==> config.mk <==
export PLATFORM = sky130hd
export DESIGN_NAME = wb_ic_nslave
export DESIGN_NICKNAME = d
export VERILOG_FILES = /design/src/rtl/wb_ic_pkg.sv /design/src/rtl/wb_ic_addr_decode.sv /design/src/rtl/wb_ic_nslave.sv
export SDC_FILE = /design/constraint.sdc
export NUM_CORES = 1
export LEC_CHECK = 0
export ABC_AREA = 1
export CAP_MARGIN = 5
export CELL_PAD_IN_SITES_DETAIL_PLACEMENT = 1
export CELL_PAD_IN_SITES_GLOBAL_PLACEMENT = 1
export CORE_UTILIZATION = 27
export DETAILED_ROUTE_END_ITERATION = 12
export GPL_ROUTABILITY_DRIVEN = 0
export GPL_TIMING_DRIVEN = 0
export PLACE_DENSITY = 0.91
export SYNTH_ARGS = -nofsm -noshare
export SYNTH_HDL_FRONTEND = slang
export SYNTH_SLANG_ARGS = --single-unit
==> constraint.sdc <==
create_clock -name wb_clk_i -period 2.5 [get_ports wb_clk_i]
set_clock_uncertainty 0.1 [all_clocks]
set_input_delay 0.75 -clock wb_clk_i [delete_from_list [all_inputs] [get_ports wb_clk_i]]
set_output_delay 0.75 -clock wb_clk_i [all_outputs]
set_load 0.02 [all_outputs]
==> src/rtl/wb_ic_pkg.sv <==
// Shared types and constants for the N-slave Wishbone classic interconnect.
package wb_ic_pkg;

  typedef enum logic [1:0] {
    IDLE = 2'd0,
    REQ  = 2'd1,
    ERR  = 2'd2,
    RESP = 2'd3
  } ic_state_e;

  localparam logic [31:0] ERR_DATA_DEFAULT = 32'hDEAD_BEEF;
  localparam int          ERR_CNT_W        = 16;

  // Width of a slave index; a single-slave bus still needs a 1-bit index.
  function automatic int idx_width(input int n);
    return (n > 1) ? $clog2(n) : 1;
  endfunction

endpackage

==> src/rtl/wb_ic_addr_decode.sv <==
// Combinational priority address decoder: lowest-index matching window wins.
module wb_ic_addr_decode
  import wb_ic_pkg::*;
#(
  parameter int NUM_SLAVES = 4,
  parameter int AW         = 32,
  parameter int IW         = idx_width(NUM_SLAVES),
  parameter logic [NUM_SLAVES*AW-1:0] SLV_BASE = '0,
  parameter logic [NUM_SLAVES*AW-1:0] SLV_MASK = '1
) (
  input  logic [AW-1:0] adr,
  output logic          hit,
  output logic [IW-1:0] idx
);

  // Scan from the highest index down so the lowest matching index is the last writer.
  always_comb begin
    hit = 1'b0;
    idx = '0;
    for (int i = NUM_SLAVES - 1; i >= 0; i--) begin
      if ((adr & SLV_MASK[i*AW +: AW]) == SLV_BASE[i*AW +: AW]) begin
        hit = 1'b1;
        idx = IW'(i);
      end else begin
        hit = hit;
        idx = idx;
      end
    end
  end

endmodule

==> src/rtl/wb_ic_nslave.sv <==
// Single-master, N-slave Wishbone classic interconnect with unmapped-address
// error, ack timeout, master abort and a saturating error counter.
module wb_ic_nslave
  import wb_ic_pkg::*;
#(
  parameter int NUM_SLAVES  = 4,
  parameter int AW          = 32,
  parameter int DW          = 32,
  parameter logic [NUM_SLAVES*AW-1:0] SLV_BASE = '0,
  parameter logic [NUM_SLAVES*AW-1:0] SLV_MASK = '1,
  parameter int TIMEOUT_CYC = 255,
  parameter logic [DW-1:0] ERR_DATA = DW'(ERR_DATA_DEFAULT)
) (
  input  logic                     wb_clk_i,
  input  logic                     wb_rst_i,
  input  logic                     m_wb_cyc_i,
  input  logic                     m_wb_stb_i,
  input  logic                     m_wb_we_i,
  input  logic [DW/8-1:0]          m_wb_sel_i,
  input  logic [AW-1:0]            m_wb_adr_i,
  input  logic [DW-1:0]            m_wb_dat_i,
  output logic [DW-1:0]            m_wb_dat_o,
  output logic                     m_wb_ack_o,
  output logic                     m_wb_err_o,
  output logic [NUM_SLAVES-1:0]    s_wb_cyc_o,
  output logic [NUM_SLAVES-1:0]    s_wb_stb_o,
  output logic                     s_wb_we_o,
  output logic [DW/8-1:0]          s_wb_sel_o,
  output logic [AW-1:0]            s_wb_adr_o,
  output logic [DW-1:0]            s_wb_dat_o,
  input  logic [NUM_SLAVES*DW-1:0] s_wb_dat_i,
  input  logic [NUM_SLAVES-1:0]    s_wb_ack_i,
  output logic [ERR_CNT_W-1:0]     err_cnt_o
);

  localparam int IW = idx_width(NUM_SLAVES);
  localparam int TW = $clog2(TIMEOUT_CYC + 1);
  localparam logic [TW-1:0]         TIMER_LAST = TW'(TIMEOUT_CYC - 1);
  localparam logic [NUM_SLAVES-1:0] ONE_HOT0   = NUM_SLAVES'(1);

  ic_state_e                state_r, state_n;
  logic [IW-1:0]            sel_idx_r, sel_idx_n;
  logic                     we_r, we_n;
  logic [AW-1:0]            adr_r, adr_n;
  logic [DW-1:0]            wdat_r, wdat_n;
  logic [DW/8-1:0]          bsel_r, bsel_n;
  logic [TW-1:0]            timer_r, timer_n;
  logic [NUM_SLAVES-1:0]    stb_r, stb_n;
  logic                     m_ack_r, m_ack_n;
  logic                     m_err_r, m_err_n;
  logic [DW-1:0]            m_dat_r, m_dat_n;
  logic [ERR_CNT_W-1:0]     err_cnt_r, err_cnt_n;
  logic                     hit_s;
  logic [IW-1:0]            idx_s;

  wb_ic_addr_decode #(
    .NUM_SLAVES (NUM_SLAVES),
    .AW         (AW),
    .IW         (IW),
    .SLV_BASE   (SLV_BASE),
    .SLV_MASK   (SLV_MASK)
  ) u_decode (
    .adr (m_wb_adr_i),
    .hit (hit_s),
    .idx (idx_s)
  );

  // Next-state and next-output computation for the transaction FSM.
  always_comb begin
    state_n   = state_r;
    sel_idx_n = sel_idx_r;
    we_n      = we_r;
    adr_n     = adr_r;
    wdat_n    = wdat_r;
    bsel_n    = bsel_r;
    timer_n   = timer_r;
    stb_n     = stb_r;
    m_ack_n   = 1'b0;
    m_err_n   = 1'b0;
    m_dat_n   = m_dat_r;
    err_cnt_n = err_cnt_r;
    case (state_r)
      IDLE: begin
        if (m_wb_cyc_i && m_wb_stb_i) begin
          we_n   = m_wb_we_i;
          adr_n  = m_wb_adr_i;
          wdat_n = m_wb_dat_i;
          bsel_n = m_wb_sel_i;
          if (hit_s) begin
            state_n   = REQ;
            sel_idx_n = idx_s;
            stb_n     = ONE_HOT0 << idx_s;
            timer_n   = '0;
          end else begin
            state_n = ERR;
            stb_n   = '0;
          end
        end else begin
          state_n = IDLE;
        end
      end
      REQ: begin
        // Abort outranks ack, and ack outranks a timeout landing on the same edge.
        if (!m_wb_cyc_i) begin
          stb_n   = '0;
          state_n = IDLE;
        end else if (s_wb_ack_i[sel_idx_r]) begin
          stb_n   = '0;
          m_ack_n = 1'b1;
          state_n = RESP;
          if (!we_r) begin
            m_dat_n = s_wb_dat_i[sel_idx_r*DW +: DW];
          end else begin
            m_dat_n = m_dat_r;
          end
        end else if (timer_r == TIMER_LAST) begin
          stb_n   = '0;
          state_n = ERR;
        end else begin
          timer_n = timer_r + 1'b1;
        end
      end
      ERR: begin
        m_ack_n = 1'b1;
        m_err_n = 1'b1;
        m_dat_n = ERR_DATA;
        state_n = RESP;
        if (err_cnt_r != '1) begin
          err_cnt_n = err_cnt_r + 1'b1;
        end else begin
          err_cnt_n = err_cnt_r;
        end
      end
      RESP: begin
        // Master's strobe is still high this cycle; it must not start a new transfer.
        state_n = IDLE;
      end
      default: begin
        state_n = IDLE;
        stb_n   = '0;
      end
    endcase
  end

  // State and output registers with synchronous reset.
  always_ff @(posedge wb_clk_i) begin
    if (wb_rst_i) begin
      state_r   <= IDLE;
      sel_idx_r <= '0;
      we_r      <= 1'b0;
      adr_r     <= '0;
      wdat_r    <= '0;
      bsel_r    <= '0;
      timer_r   <= '0;
      stb_r     <= '0;
      m_ack_r   <= 1'b0;
      m_err_r   <= 1'b0;
      m_dat_r   <= '0;
      err_cnt_r <= '0;
    end else begin
      state_r   <= state_n;
      sel_idx_r <= sel_idx_n;
      we_r      <= we_n;
      adr_r     <= adr_n;
      wdat_r    <= wdat_n;
      bsel_r    <= bsel_n;
      timer_r   <= timer_n;
      stb_r     <= stb_n;
      m_ack_r   <= m_ack_n;
      m_err_r   <= m_err_n;
      m_dat_r   <= m_dat_n;
      err_cnt_r <= err_cnt_n;
    end
  end

  assign m_wb_dat_o = m_dat_r;
  assign m_wb_ack_o = m_ack_r;
  assign m_wb_err_o = m_err_r;
  assign s_wb_cyc_o = stb_r;
  assign s_wb_stb_o = stb_r;
  assign s_wb_we_o  = we_r;
  assign s_wb_sel_o = bsel_r;
  assign s_wb_adr_o = adr_r;
  assign s_wb_dat_o = wdat_r;
  assign err_cnt_o  = err_cnt_r;

endmodule

**Word level (Yosys, flattened, before mapping)**

Cells that the tools add are included.

- Flip-flop bits (word level): 133
- Bits of input ports: 205
- Output and inout bits: 127
- Word-level logic and storage cells: 63

- Add/subtract/negate cells: 2
- Equality and inequality tests: 13
- Muxes and demuxes: 27
- Reduce and logical (&&, ||, !) cells: 10

Operators by type and width:

| operator | count |
|---|---|
| 2-to-1 mux 32 bit | 3 |
| case mux 32 bit (2 select lines) | 1 |
| 2-to-1 mux 8 bit | 5 |
| logical NOT 32 bit | 1 |
| adder 16 x 1 -> 16 bit (second input constant) | 1 |
| 2-to-1 mux 4 bit | 4 |
| != test 16 bit (second input constant) | 1 |
| case mux 8 bit (2 select lines) | 1 |
| != test 2 bit (second input constant) | 7 |
| 2-to-1 mux 2 bit | 5 |
| adder 8 x 1 -> 8 bit (second input constant) | 1 |
| == test 8 bit (second input constant) | 1 |
| case mux 2 bit (4 select lines) | 1 |
| case mux 4 bit (2 select lines) | 1 |
| AND reduction 6 bit | 1 |
| 2-to-1 mux 1 bit | 5 |
| == test 2 bit (second input constant) | 2 |
| != test 4 bit (second input constant) | 1 |
| AND reduction 2 bit | 2 |
| AND reduction 4 bit | 1 |
| nonzero test 2 bit | 2 |
| AND reduction 3 bit | 1 |
| == test 2 x 1 -> 1 bit (second input constant) | 1 |
| logical NOT 2 bit | 1 |
| other kinds (2) | 2 |

**Logic depth before layout (Yosys ltp)**

- Depth in word-level cells: 5
- Gate-level depth with buffers: 12
- Mapped depth without buffers: 12

**By module**

A second synthesis with hierarchy kept.

- Cells, all modules: 985
- Area, all modules: 6792.8 µm²

Modules (own cells, without submodules):

| module | times used | cells an instance | area an instance (µm²) | sequential area each (µm²) |
|---|---|---|---|---|
| wb_ic_nslave | 1 | 951 | 6657.6 | 2702.6 |
| wb_ic_addr_decode | 1 | 34 | 135.1 | 0.0 |

**Worst setup path before layout**

OpenSTA, ideal clock, no wires.

- Path type: input-to-reg
- Start point: in m_wb_adr_i[3]
- End point: reg timer_r[0]
- Library setup time: 0.132 ns
- Arrival time: 1.625 ns
- Required time: 2.268 ns
- Setup slack: 0.643 ns
- Cell stages on the path: 8
- Path buffers: 0
- Path through: nor2_1 nand2_1 nor2_1 nand2_1 o21ai_2 nand2_2 nand2_1 a21oi_1

- Cells in the longest elaborated chain, start to end: 4

Ends and longest elaborated chain:

| item | line | source |
|---|---|---|
| start, declared | wb_ic_nslave.sv:20 | `input logic [AW-1:0] m_wb_adr_i,` |
| logical NOT 32 bit | wb_ic_addr_decode.sv:21 | `if ((adr & SLV_MASK[i*AW +: AW]) == SLV_BASE[i*AW +: AW]) begin` |
| 2-to-1 mux 1 bit | wb_ic_addr_decode.sv:21 |  |
| != test 2 bit (no line) | n/a |  |
| AND reduction 6 bit (no line) | n/a |  |
| end signal, assigned | wb_ic_nslave.sv:167 | `timer_r <= timer_n;` |
| end, declared | wb_ic_nslave.sv:47 | `logic [TW-1:0] timer_r, timer_n;` |

No other way between the ends.
A chain may end at the register's enable or synchronous reset.

**Worst setup path after layout**

- Start point: reg stb_r[0] (netlist: s_wb_cyc_o[0])
- End point: out s_wb_stb_o[0]

RTL lines:

| item | line | source |
|---|---|---|
| start, declared | wb_ic_nslave.sv:48 | `logic [NUM_SLAVES-1:0] stb_r, stb_n;` |
| start signal, assigned | wb_ic_nslave.sv:168 | `stb_r <= stb_n;` |
| end, declared | wb_ic_nslave.sv:26 | `output logic [NUM_SLAVES-1:0] s_wb_stb_o,` |

No word-level cell between the ends.

==> run metrics <==
multi-input logic area=~0.0024 mm^2; leading cell types in the layout, fill and taps excluded=clkdlybuf4s50_1, nor2_1, dfxtp_1; CTS tree=done; PwrDens=656.6 mW/mm^2; Fillers=around 2.3k; critical path class=register to output pin; area of the core=~0.019 mm^2; worst min path class=register to register; clk sinks=130; Netlist cell types=28; PnR worst setup slack=roughly 0.11 ns; n_diodes=0; CTS buffer count=17; Async SR Flop Fraction=0; Avg Synthesized Cell Area=between 7 and 8 um^2; pin count of the biggest net entering global routing=17; DRT Pass-1 Iters=4; initial DRC count=approximately 180; Final setup viols=0; Clock Latency Late Sink=0.42 ns; clock slew at reported path FFs=0.05 ns; Post-route DRC=0; Tightest Pin Transition=roughly 0.62 ns; routed len/inst=between 15 and 20 um; number of synthesized flops with an enable pin=0; H-tree Lvls=4; Critical Path RT=~1.7 ns; first-pass GRT wire length=30540 um; CP Max Fanout=3; fin nets=1145; Syn Inst Count=between 600 and 700; storage element area=0.002603 mm^2; Post-CTS Hold Fix Bufs=0; IO Pins=around 330; Vias=5588; f_max=between 400 and 500 MHz; WL final=just under 20000 um; Max-Cap Viols=0; number of synthesized register bits=between 100 and 150; DIE HEIGHT=around 140 um; final hold violation count=0; clock root buffer=clkbuf_16; share of cells above drive strength 1=0.08976; Tot GR Track Use=0.1979; Layout area overhead=61.24%; TNS Setup=0 ns; Leak=3.251 nW; via/cell ratio=approximately 4.6; Chip Width=141.8 um; max-slew violations=0; DPL Wire Length=14480 um; # port buffers=~230; Mapped Area=roughly 0.0053 mm^2; dpl ws=-0.4118 ns; leading cell type in the layout, fill and taps excluded=clkdlybuf4s50_1; status=finished, final reports clean; ys flop type=dfxtp_1; Max Root-Sink Buffers=2; antenna violations before repair=0; die area=0.02010 mm^2; min Tclk post-route=2.391 ns; worst vdd ir=~490 uV; grt ovf=0; sequential area share after synthesis=0.4934; vias in the first global route=between 5k and 6k; post-route clock period utilization=0.9564; Critical Path AT=~1.5 ns; # rows=50; antenna viol nets, final=0; Initial Util=0.2783; Synthesis Warnings=0; CP Capture Type=output pin; RSZ-0062 raised after global routing=false; relative slew slack=0.5835; Worst setup SP type=register
[synth_stat cells (all sizes together), types with 13 or more instances]
master / instances / area, um^2
nor2: 190 / 740.7
dfxtp: 130 / 2603
nand2: 98 / 377.9
o21ai: 81 / 412.9
a21oi: 33 / 165.2
inv: 30 / 112.6
clkbuf: 29 / 108.9
o221a: 24 / 270.3
nand3: 20 / 110.1
buf: 13 / 107.6
[flip-flops by register name, summed over array words and instances, names as in the netlist]
register    flops
s_wb_dat_o     32
timer_r         8
s_wb_sel_o      4
err_cnt_o      16
state_r         2
s_wb_adr_o     32
s_wb_cyc_o      1
m_wb_err_o      1
s_wb_we_o       1
m_wb_ack_o      1
m_wb_dat_o     32
[worst max-delay path: stages (launching register included)]
cell and delay [ns]:
dfxtp_1 0.41, buf_4 0.14, clkdlybuf4s50_1 0.58
[final cells by class]
cell class,count,share of cell area
clock buffer,24,0.05781
timing repair buffer,229,0.2686
sequential,130,0.3060
buffer,42,0.02560
tap,260,0.03825
multi-input combinational,484,0.2786
inverter,30,0.01324
clock inverter,8,0.01192
[timing repair]
action	in CTS	in global routing
endpoints found under the setup margin	0	19
gates resized for setup	0	3
buffers inserted	0	3
[through the flow]
stage	total power [W]	hold WS, ns	std cells	utilization	cell area, um^2
finish	0.005585	0.3639	1207	0.4487	8506
detailed placement	0.003116	0.3554	1172	0.4158	7881
global route	0.005819	0.3844	1207	0.4487	8506
global placement	0.003093	0.3500	1172	0.4158	7881
floorplan	0.002625	0.3541	686	-	5294
CTS	0.005668	0.3652	1204	0.4471	8474
[where the power goes]
part | switching (W) | internal [W]
combinational | 0.000417 | 0.000416
clock | 0.000936 | 0.00157
sequential | 0.0000610 | 0.00218
total | 0.00141 | 0.00417
[worst paths after layout]
check,from,endpoint,slack [ns],depth (start not counted)
setup reg to reg,state_r[0],timer_r[5],0.44,10
hold / removal,m_wb_dat_o[17],m_wb_dat_o[17],0.36,2
hold reg to reg,m_wb_dat_o[17],m_wb_dat_o[17],0.36,2
setup / recovery,s_wb_cyc_o[0],s_wb_stb_o[0],0.11,2
[layer usage]
metal  GRT usage  wire length [um]
met5           0                 0
met3     0.08944              1860
met2      0.3599              9632
met1      0.2027              7710
met4     0.05829               283
[logic make-up (layout without fill, tap and decap cells)]
family                     after synthesis  in the layout  share of synthesized area
buffers and inverters                   72            333                    0.06238
and+or+nand+nor                        322            322                     0.2488
adders and majority gates                6              6                    0.01423
DFF                                    130            130                     0.4934
xor gates and xnor gates                11             11                    0.01826
AOI/OAI and AO/OA                      139            139                     0.1622
other                                    1              6                  0.0007109
Power figures use the tool's default switching activity.
